## src/rtl/invader_formation.sv

```systemverilog
// Formation engine: owns alive mask, origin, march direction and step pacing; resolves hits by a per-frame scan.
// Optional macro INVADER_SPEEDUP_EN: step period tracks the alive count instead of the constant FRAME_DIV.
module invader_formation #(
   parameter int NUM_ROWS          = 3,
   parameter int NUM_COLS          = 10,
   parameter int INVADER_WIDTH     = 64,
   parameter int INVADER_HEIGHT    = 32,
   parameter int COL_PITCH         = 100,
   parameter int ROW_PITCH         = 100,
   parameter int X_INIT            = 0,
   parameter int Y_INIT            = 100,
   parameter int STEP_X            = 4,
   parameter int STEP_Y            = 16,
   parameter int FRAME_DIV         = 8,
   parameter int SPEED_SHIFT       = 2,
   parameter int HOR_PIXELS        = 1024,
   parameter int LAND_Y            = 704,
   parameter int PROJECTILE_WIDTH  = 16,
   parameter int PROJECTILE_HEIGHT = 32
) (
   input  logic                             clk,
   input  logic                             rst,
   input  logic                             frame_tick,
   input  logic                             restart,
   input  logic [11:0]                      projectile_xpos,
   input  logic [11:0]                      projectile_ypos,
   input  logic                             bullet_active,
   output logic [11:0]                      form_xpos,
   output logic [11:0]                      form_ypos,
   output logic [NUM_ROWS*NUM_COLS-1:0]     alive,
   output logic                             bullet_hit,
   output logic [$clog2(NUM_ROWS)-1:0]      hit_row,
   output logic [$clog2(NUM_COLS)-1:0]      hit_col,
   output logic [15:0]                      score,
   output logic                             wave_clear,
   output logic                             landed
);
   localparam int N       = NUM_ROWS * NUM_COLS;
   localparam int IW      = $clog2(N + 1);
   localparam int RW      = $clog2(NUM_ROWS);
   localparam int CW      = $clog2(NUM_COLS);
   localparam int CNTW    = $clog2(N + 1);
   localparam int SPD_MAX = (N >> SPEED_SHIFT) + 1;
   localparam int MAXP    = (FRAME_DIV > SPD_MAX) ? FRAME_DIV : SPD_MAX;
   localparam int FW      = $clog2(MAXP + 1);

   typedef enum logic [2:0] {
      S_IDLE,
      S_SCAN,
      S_UPDATE,
      S_CLEAR,
      S_LANDED
   } state_t;

   state_t          state, state_next;
   logic [IW-1:0]   idx, match_idx;
   logic [RW-1:0]   scan_r, match_r, maxr;
   logic [CW-1:0]   scan_c, match_c, minc, maxc;
   logic [CNTW-1:0] acnt;
   logic            match_vld;
   logic            dir_right;
   logic [FW-1:0]   fcnt, period;
   logic [12:0]     inv_x, inv_y, prj_x, prj_y;
   logic [12:0]     right_edge, left_edge, bottom_edge;
   logic            overlap, hit_now, last_idx;
   logic            rev_right, rev_left, reach_land, post_empty, step_now;
   logic [N-1:0]    alive_post;

   // Geometry is 13 bits wide so sums of 12-bit positions and offsets never wrap.
   assign inv_x = 13'(form_xpos) + 13'(scan_c) * 13'(COL_PITCH);
   assign inv_y = 13'(form_ypos) + 13'(scan_r) * 13'(ROW_PITCH);
   assign prj_x = 13'(projectile_xpos);
   assign prj_y = 13'(projectile_ypos);

   assign overlap = (inv_x < prj_x + 13'(PROJECTILE_WIDTH))  && (prj_x < inv_x + 13'(INVADER_WIDTH)) &&
                    (inv_y < prj_y + 13'(PROJECTILE_HEIGHT)) && (prj_y < inv_y + 13'(INVADER_HEIGHT));
   assign hit_now  = bullet_active && alive[idx] && overlap && !match_vld;
   assign last_idx = (idx == IW'(N - 1));

   assign right_edge  = 13'(form_xpos) + 13'(maxc) * 13'(COL_PITCH) + 13'(INVADER_WIDTH + STEP_X);
   assign left_edge   = 13'(form_xpos) + 13'(minc) * 13'(COL_PITCH);
   assign bottom_edge = 13'(form_ypos) + 13'(maxr) * 13'(ROW_PITCH) + 13'(INVADER_HEIGHT);
   assign rev_right   = right_edge > 13'(HOR_PIXELS);
   assign rev_left    = left_edge < 13'(STEP_X);
   assign reach_land  = bottom_edge >= 13'(LAND_Y);

   // The latched match always refers to a live invader, so one kill leaves acnt-1 alive.
   assign post_empty = (acnt == CNTW'(0)) || (match_vld && (acnt == CNTW'(1)));

`ifdef INVADER_SPEEDUP_EN
   assign period = FW'(acnt >> SPEED_SHIFT) + FW'(1);
`else
   assign period = FW'(FRAME_DIV);
`endif
   assign step_now = (fcnt >= period - FW'(1));

   always_comb begin
      alive_post = alive;
      if (match_vld) alive_post[match_idx] = 1'b0;
   end

   assign wave_clear = (state == S_CLEAR);
   assign landed     = (state == S_LANDED);

   always_ff @(posedge clk) begin
      if (rst) state <= S_IDLE;
      else     state <= state_next;
   end

   always_comb begin
      state_next = state;
      case (state)
         S_IDLE:   if (frame_tick) state_next = S_SCAN;
         S_SCAN:   if (last_idx) state_next = S_UPDATE;
         S_UPDATE: begin
            if (post_empty)      state_next = S_CLEAR;
            else if (reach_land) state_next = S_LANDED;
            else                 state_next = S_IDLE;
         end
         S_CLEAR, S_LANDED: if (restart) state_next = S_IDLE;
         default: state_next = S_IDLE;
      endcase
   end

   always_ff @(posedge clk) begin
      if (rst) begin
         form_xpos  <= 12'(X_INIT);
         form_ypos  <= 12'(Y_INIT);
         alive      <= '1;
         dir_right  <= 1'b1;
         fcnt       <= '0;
         score      <= '0;
         bullet_hit <= 1'b0;
         hit_row    <= '0;
         hit_col    <= '0;
         idx        <= '0;
         scan_r     <= '0;
         scan_c     <= '0;
         match_vld  <= 1'b0;
         match_idx  <= '0;
         match_r    <= '0;
         match_c    <= '0;
         minc       <= '0;
         maxc       <= '0;
         maxr       <= '0;
         acnt       <= '0;
      end else begin
         bullet_hit <= 1'b0;
         case (state)
            S_IDLE: begin
               if (frame_tick) begin
                  idx       <= '0;
                  scan_r    <= '0;
                  scan_c    <= '0;
                  match_vld <= 1'b0;
                  minc      <= CW'(NUM_COLS - 1);
                  maxc      <= '0;
                  maxr      <= '0;
                  acnt      <= '0;
               end
            end
            S_SCAN: begin
               if (hit_now) begin
                  match_vld <= 1'b1;
                  match_idx <= idx;
                  match_r   <= scan_r;
                  match_c   <= scan_c;
               end
               if (alive[idx]) begin
                  acnt <= acnt + CNTW'(1);
                  if (scan_c < minc) minc <= scan_c;
                  if (scan_c > maxc) maxc <= scan_c;
                  if (scan_r > maxr) maxr <= scan_r;
               end
               idx <= idx + IW'(1);
               if (scan_c == CW'(NUM_COLS - 1)) begin
                  scan_c <= '0;
                  scan_r <= scan_r + RW'(1);
               end else begin
                  scan_c <= scan_c + CW'(1);
               end
            end
            S_UPDATE: begin
               alive <= alive_post;
               if (match_vld) begin
                  bullet_hit <= 1'b1;
                  hit_row    <= match_r;
                  hit_col    <= match_c;
                  if (score != 16'hFFFF) score <= score + 16'd1;
               end
               if (step_now) begin
                  fcnt <= '0;
                  if (dir_right ? rev_right : rev_left) begin
                     dir_right <= !dir_right;
                     form_ypos <= form_ypos + 12'(STEP_Y);
                  end else if (dir_right) begin
                     form_xpos <= form_xpos + 12'(STEP_X);
                  end else begin
                     form_xpos <= form_xpos - 12'(STEP_X);
                  end
               end else begin
                  fcnt <= fcnt + FW'(1);
               end
            end
            S_CLEAR, S_LANDED: begin
               if (restart) begin
                  form_xpos <= 12'(X_INIT);
                  form_ypos <= 12'(Y_INIT);
                  alive     <= '1;
                  dir_right <= 1'b1;
                  fcnt      <= '0;
                  if (state == S_LANDED) score <= '0;
               end
            end
            default: ;
         endcase
      end
   end
endmodule

```

## config.mk

```make
export PLATFORM = sky130hd
export DESIGN_NAME = invader_formation
export DESIGN_NICKNAME = d
export VERILOG_FILES = /design/src/rtl/invader_formation.sv
export SDC_FILE = /design/constraint.sdc
export NUM_CORES = 1
export LEC_CHECK = 0
export BUFFER_PORTS_ARGS = -buffer_cell sky130_fd_sc_hd__buf_2
export CAP_MARGIN = 20
export CORE_ASPECT_RATIO = 1.25
export CORE_MARGIN = 8
export CORE_UTILIZATION = 35
export CTS_CLUSTER_DIAMETER = 200
export DETAILED_ROUTE_END_ITERATION = 8
export PLACE_DENSITY = 0.58
export SLEW_MARGIN = 5
export SYNTH_ARGS = -nofsm -noshare
export SYNTH_HDL_FRONTEND = slang
export SYNTH_SLANG_ARGS = --single-unit
```

## constraint.sdc

```tcl
create_clock -name clk -period 4.9 [get_ports clk]
set_input_delay 0.245 -clock clk [delete_from_list [all_inputs] [get_ports clk]]
set_output_delay 0.245 -clock clk [all_outputs]
set_load 0.02 [all_outputs]
```

Yosys cells after proc, flatten, opt, wreduce, memory -nomap -nowiden
Index checks and enable logic that the tools add are counted.
Storage, ports and cells
  bits in registers: 123
  output and inout port bits: 79
  bits of input ports: 29
Operators by class
  mux-type cells: 59
  multiply operators: 5
  order comparisons: 14
  bitwise operators: 3
  reduce and logical (&&, ||, !) cells: 32
  eq/ne operators: 23
  add/sub/neg operators: 20
Operators by type and width (number)
  $mux W12: 7
  $mux W16: 4
  $mux W30: 2
  $pmux W30 S2: 1
  $pmux W12 S2: 2
  $add A12 B11 Y13: 3
  $mux W4: 9
  $pmux W16 S2: 1
  $pmux W4 S2: 4
  $and A30 B30 Y30: 1
  $ne A2 B2 Y1 const B: 15
  $not A30 Y30: 1
  $mul A4 B5 Y9 const B: 3
  $add A12 B9 Y13: 2
  $add A13 B6 Y13 const B: 2
  $add A13 B7 Y13 const B: 2
  $lt A12 B13 Y1: 2
  $lt A13 B13 Y1: 2
  $pmux W5 S2: 2
  $reduce_and A4 Y1: 5
  $add A16 B1 Y16 const B: 1
  $ne A16 B16 Y1 const B: 1
  $mux W3: 5
  $reduce_and A3 Y1: 5
  other kinds (42): 74

Logic depth before layout (Yosys ltp)
  depth in word-level cells: 11
  depth in mapped cells: 23

Least setup slack after synthesis
OpenSTA, ideal clock, no wires.
  path type: register -> register
  start point: reg scan_c[1]
  end point: reg match_c[0]
  data arrival time: 4673 ps
  stages on the path, launching flop included: 23
  path slack: 99 ps
  cell sequence: dfxtp_1 > inv_1 > ha_1 > inv_1 > ha_1 > inv_1 > fa_1 > xnor2_1 > ha_1 > nand3_1 > nand2_1 > a41oi_1 > o21bai_1 > and2_1 > ha_1 > or4b_2 > a21oi_1 > o211ai_1 > a2111o_1 > a221oi_4 > buf_6 > mux2i_1 > nor2_1
Between the ends
  word-level cells in the longest chain between the ends: 10
  elaborated cells between the ends (all ways): 11
  classes of those cells: add/sub: 2; mul: 1; order compare: 2; reduce/logical: 6
Ends and longest elaborated chain
  start, declared: RTL line 58  | logic [CW-1:0] scan_c, match_c, minc, maxc;
  start signal, assigned: RTL line 180  | scan_c <= scan_c + CW'(1);
  $mul A4 B5 Y9 (*): RTL line 70  | assign inv_x = 13'(form_xpos) + 13'(scan_c) * 13'(COL_PITCH);
  $add A12 B11 Y13 (*): RTL line 70
  $add A13 B7 Y13: RTL line 75  | assign overlap = (inv_x < prj_x + 13'(PROJECTILE_WIDTH)) && (prj_x < inv_x + 13'(INVADER_WIDTH)) &&
  $lt A12 B13 Y1: RTL line 75
  $logic_and A1 B1 Y1 (*) (2 in a row): RTL line 75
  $logic_and A1 B1 Y1 (*): RTL line 76  | (inv_y < prj_y + 13'(PROJECTILE_HEIGHT)) && (prj_y < inv_y + 13'(INVADER_HEIGHT));
  $logic_and A1 B1 Y1 (*) (2 in a row): RTL line 77  | assign hit_now = bullet_active && alive[idx] && overlap && !match_vld;
  $reduce_and A2 Y1 (no source line) (*)
  end signal, assigned: RTL line 167  | match_c <= scan_c;
  end, declared: RTL line 58
Mark *: on every way between the ends. The rest lies on a longest branch, timed or not.
A chain may end at the register's enable or synchronous reset.

Final worst setup path
  start point: reg scan_c[1]
  end point: reg match_idx[1]
Between the ends
  word-level cells in the longest chain between the ends: 10
  elaborated cells between the ends (all ways): 11
  classes of those cells: add/sub: 2; mul: 1; order compare: 2; reduce/logical: 6
Ends and longest elaborated chain
  $mul A4 B5 Y9 (*): RTL line 70
  $add A12 B11 Y13 (*): RTL line 70
  $add A13 B7 Y13: RTL line 75
  $lt A12 B13 Y1: RTL line 75
  $logic_and A1 B1 Y1 (*) (2 in a row): RTL line 75
  $logic_and A1 B1 Y1 (*): RTL line 76
  $logic_and A1 B1 Y1 (*) (2 in a row): RTL line 77
  $reduce_and A2 Y1 (no source line) (*)
  end signal, assigned: RTL line 165  | match_idx <= idx;
  end, declared: RTL line 56  | logic [IW-1:0] idx, match_idx;
Marks and branches as above.

==> metrics.csv <==
stage;metric;value;unit
synth;Synth Instances;1116;
sta;max-slew violations;0;
sta;fmax;0.214;GHz
worst_setup_path;crit path max-delay cell type;a221oi_4;
place;IO buf count;102;
sta;Worst slew margin;35.7;%
place;placed instance area;10400;sq um
place;gp weighted congestion;0.826;
die;num ports;108;
die;Site Rows;67;
sta;final setup vio count;0;
clocking;Skew-Pair Late Insertion Delay;420;ps
power;Leak Pwr;4.92;nW
die;core area;26600;sq um
power;Final Power;0.00254;W
synth;post-synthesis cell type count;74;
synth;register area share after synthesis;25.2;%
grt;grt ovf;0;
die;width of the die;162;um
synth;asr flop ratio synth;0;%
final_layout;post-route cell area;11100;sq um
clocking;clk buf depth;2;
synth;dominant synthesized flop cell;dfxtp_1;
place;hpwl dp;19200;um
final_layout;final core utilization;41.9;%
sta;Clock Skews;15.5;ps
final_layout;layout cells sized above 1;16.6;%
grt;initial antenna violation count;1;
die;die height;199;um
final_layout;number of diodes;0;
worst_setup_path;crit end category;register;
route;via-per-instance ratio;5.20;
final_layout;commonest non-fill, non-tap cell in the layout;ha_1;
route;Pre-antenna DRT Iters;4;
route;via count;8312;
die;die area;32300;sq um
grt;vias in the first global route;8153;
synth;Yosys warnings;0;
worst_hold_path;HP Class;in2reg;
clocking;hold_buf cts;0;
worst_hold_path;Hold Crit Start;rst;
synth;Post-Syn Area per Cell;8.40;sq um
clocking;TritonCTS clock tree;done;
route;Final Routed Wirelength;24900;um
worst_setup_path;Startpoint Class;register;
sta;Final Hold Viols;0;
worst_setup_path;crit path cell chain;inv_1 > ha_1 > inv_2 > ha_2 > inv_1 > fa_2 > inv_1 > a31oi_1 > xnor2_1 > ha_1 > and3_1 > a2111oi_4 > o211ai_1 > buf_4 > xor2_1 > ha_1 > a21oi_1 > a22oi_1 > a221oi_4 > clkbuf_16 > mux2i_1 > nor2_1;
power;VDD IR max;0.228;mV
worst_setup_path;beginning of the critical path;scan_c[1];
worst_setup_path;WP data required;5180;ps
route;# DRC;0;
grt;first-pass GRT wire length;40000;um
clocking;CTS Buf Count;17;
sta;period utilization;95.4;%
grt;largest net degree at the start of global routing;65;
sta;worst slew pin tran;940;ps
worst_setup_path;Top delay family on crit path;adder cells;
route;DR WL/cell;15.6;um
run_status;status;finished, final reports clean;
final_layout;Area Overhead vs Synth;18.9;%
clocking;register clock-pin slew on the reported worst setup and hold paths;60;ps
clocking;Clock Sinks;118;
die;Initial Util;35.3;%
worst_setup_path;Reg-to-Reg Start;scan_c[1];
clocking;H-tree levels;4;
flow_run;max-cap violations;0;
route;initial DRC count;255;
worst_setup_path;Largest stage delay, worst path;470;ps
power;total power per unit cell area;228;nW/um^2
synth;post-synthesis register bit count;118;
worst_setup_path;Arr. time, crit path;4950;ps
final_layout;non-filler instance count after layout;1598;
final_layout;Layout Nets;1434;
worst_setup_path;CP max FO;6;
synth;Cell Area, Synth;9370;sq um
worst_setup_path;buffers and inverters on the worst path;6;
place;DP Cell Count;1559;
final_layout;commonest non-fill, non-tap cells in the layout;ha_1 (152), dfxtp_1 (116), buf_2 (102);
grt;Total Routing Usage GR;15.2;%
worst_setup_path;WS Path Type;reg2reg;
route;Post-DRT Antenna Nets;0;
sta;Final min period;4670;ps
synth;Post-synth EDFFs;0;
clocking;CTS Root Cell;clkbuf_16;
==> Yosys cell counts (all sizes together), types with 4 or more instances <==
cell type | instances | area share [%]
o21ai | 62 | 3.4
nand3b | 7 | 0.56
inv | 87 | 3.5
fa | 7 | 1.5
nand2 | 97 | 3.9
o211ai | 10 | 0.80
mux4 | 8 | 2.0
and2 | 6 | 0.40
ha | 158 | 21
or2 | 5 | 0.33
nor2b | 14 | 0.93
nand3 | 50 | 2.7
a2111oi | 5 | 0.47
o31ai | 5 | 0.40
xnor2 | 37 | 3.5
nor3 | 18 | 0.96
xor2 | 33 | 3.1
dfxtp | 118 | 25
buf | 15 | 1.1
nor2 | 98 | 3.9
or4 | 4 | 0.32
or3 | 17 | 1.1
nor3b | 7 | 0.67
a31oi | 8 | 0.60
mux2i | 21 | 2.2
clkbuf | 19 | 0.76
a211oi | 10 | 0.85
nand4 | 15 | 1.0
o22ai | 4 | 0.27
nor4 | 7 | 0.47
nand2b | 12 | 0.80
a21oi | 69 | 3.7
and3 | 8 | 0.53
o21a | 11 | 0.88
a21o | 13 | 1.0
==> per-stage QoR <==
stage	TNS [ps]	setup WS, ps	hold slack, ps
after CTS	0	6.14	201
after global routing	-375	-52.9	153
after detailed placement	0	26.1	451
after floorplan	0	99.0	443
final	0	226	146
after global placement	0	97.7	444
==> worst reg2reg max path, stage by stage, from the launching register on <==
cell       delay [ps]
dfxtp_2           340
inv_1              50
ha_1              280
inv_2              70
ha_2              170
inv_1              50
fa_2              340
inv_1              60
a31oi_1            90
xnor2_1           140
ha_1              360
and3_1            230
a2111oi_4         260
o211ai_1          200
buf_4             180
xor2_1            150
ha_1              290
a21oi_1           190
a22oi_1           140
a221oi_4          470
clkbuf_16         240
mux2i_1           180
nor2_1             60
==> report_power, final <==
part | internal (W) | switching, W | total [W] | leakage (nW)
logic | 0.000123 | 0.000183 | 0.000305 | 3.68
registers | 0.000971 | 0.0000266 | 0.000998 | 0.954
clock network | 0.000721 | 0.000513 | 0.00123 | 0.287
==> final timing paths <==
path | to | slack [ps] | cells after the start
min reg2reg | hit_col[3] | 450 | 2
max reg2reg | match_idx[1] | 230 | 22
max | match_idx[1] | 230 | 22
min | dir_right | 150 | 3
==> metal layers <==
layer | GRT usage, % | vias up | share of wire (%)
li1 | - | 4224 | -
met1 | 17.7 | 3896 | 44
met5 | 0 | - | 0.032
met2 | 27.1 | 151 | 49
met4 | 4.98 | 2 | 2.1
met3 | 3.27 | 39 | 4.6
==> what timing repair did <==
action	in CTS	in global routing
setup endpoints to repair	1	12
resized for setup	1	20
pin swaps	1	10
buffers inserted	0	5
cloned	0	1
==> cell families after synthesis <==
group,after synthesis,synth area share [%]
compound gates,233,16.0
flops,118,25.2
buf+inv,121,5.32
xor+xnor,70,6.54
mux,31,4.49
other cells,1,0.0400
simple gates,377,19.8
fa+ha+maj,165,22.6
==> layout make-up <==
| cell class | instances | area [sq um] |
|---|---|---|
| clock buffer | 17 | 425 |
| clock inverter | 15 | 158 |
| fill | 2684 | 15400 |
| inverter | 87 | 327 |
| multi-input combinational | 881 | 6640 |
| sequential | 118 | 2360 |
| tap | 345 | 432 |
| timing repair buffer | 135 | 796 |
==> registers in the layout (all words and copies together), names as in the netlist, 5 cells and up <==
signal	flops
match_idx	5
form_ypos	9
alive	30
form_xpos	10
score	16
acnt	5
idx	5
(Power assumes the default switching activity.)
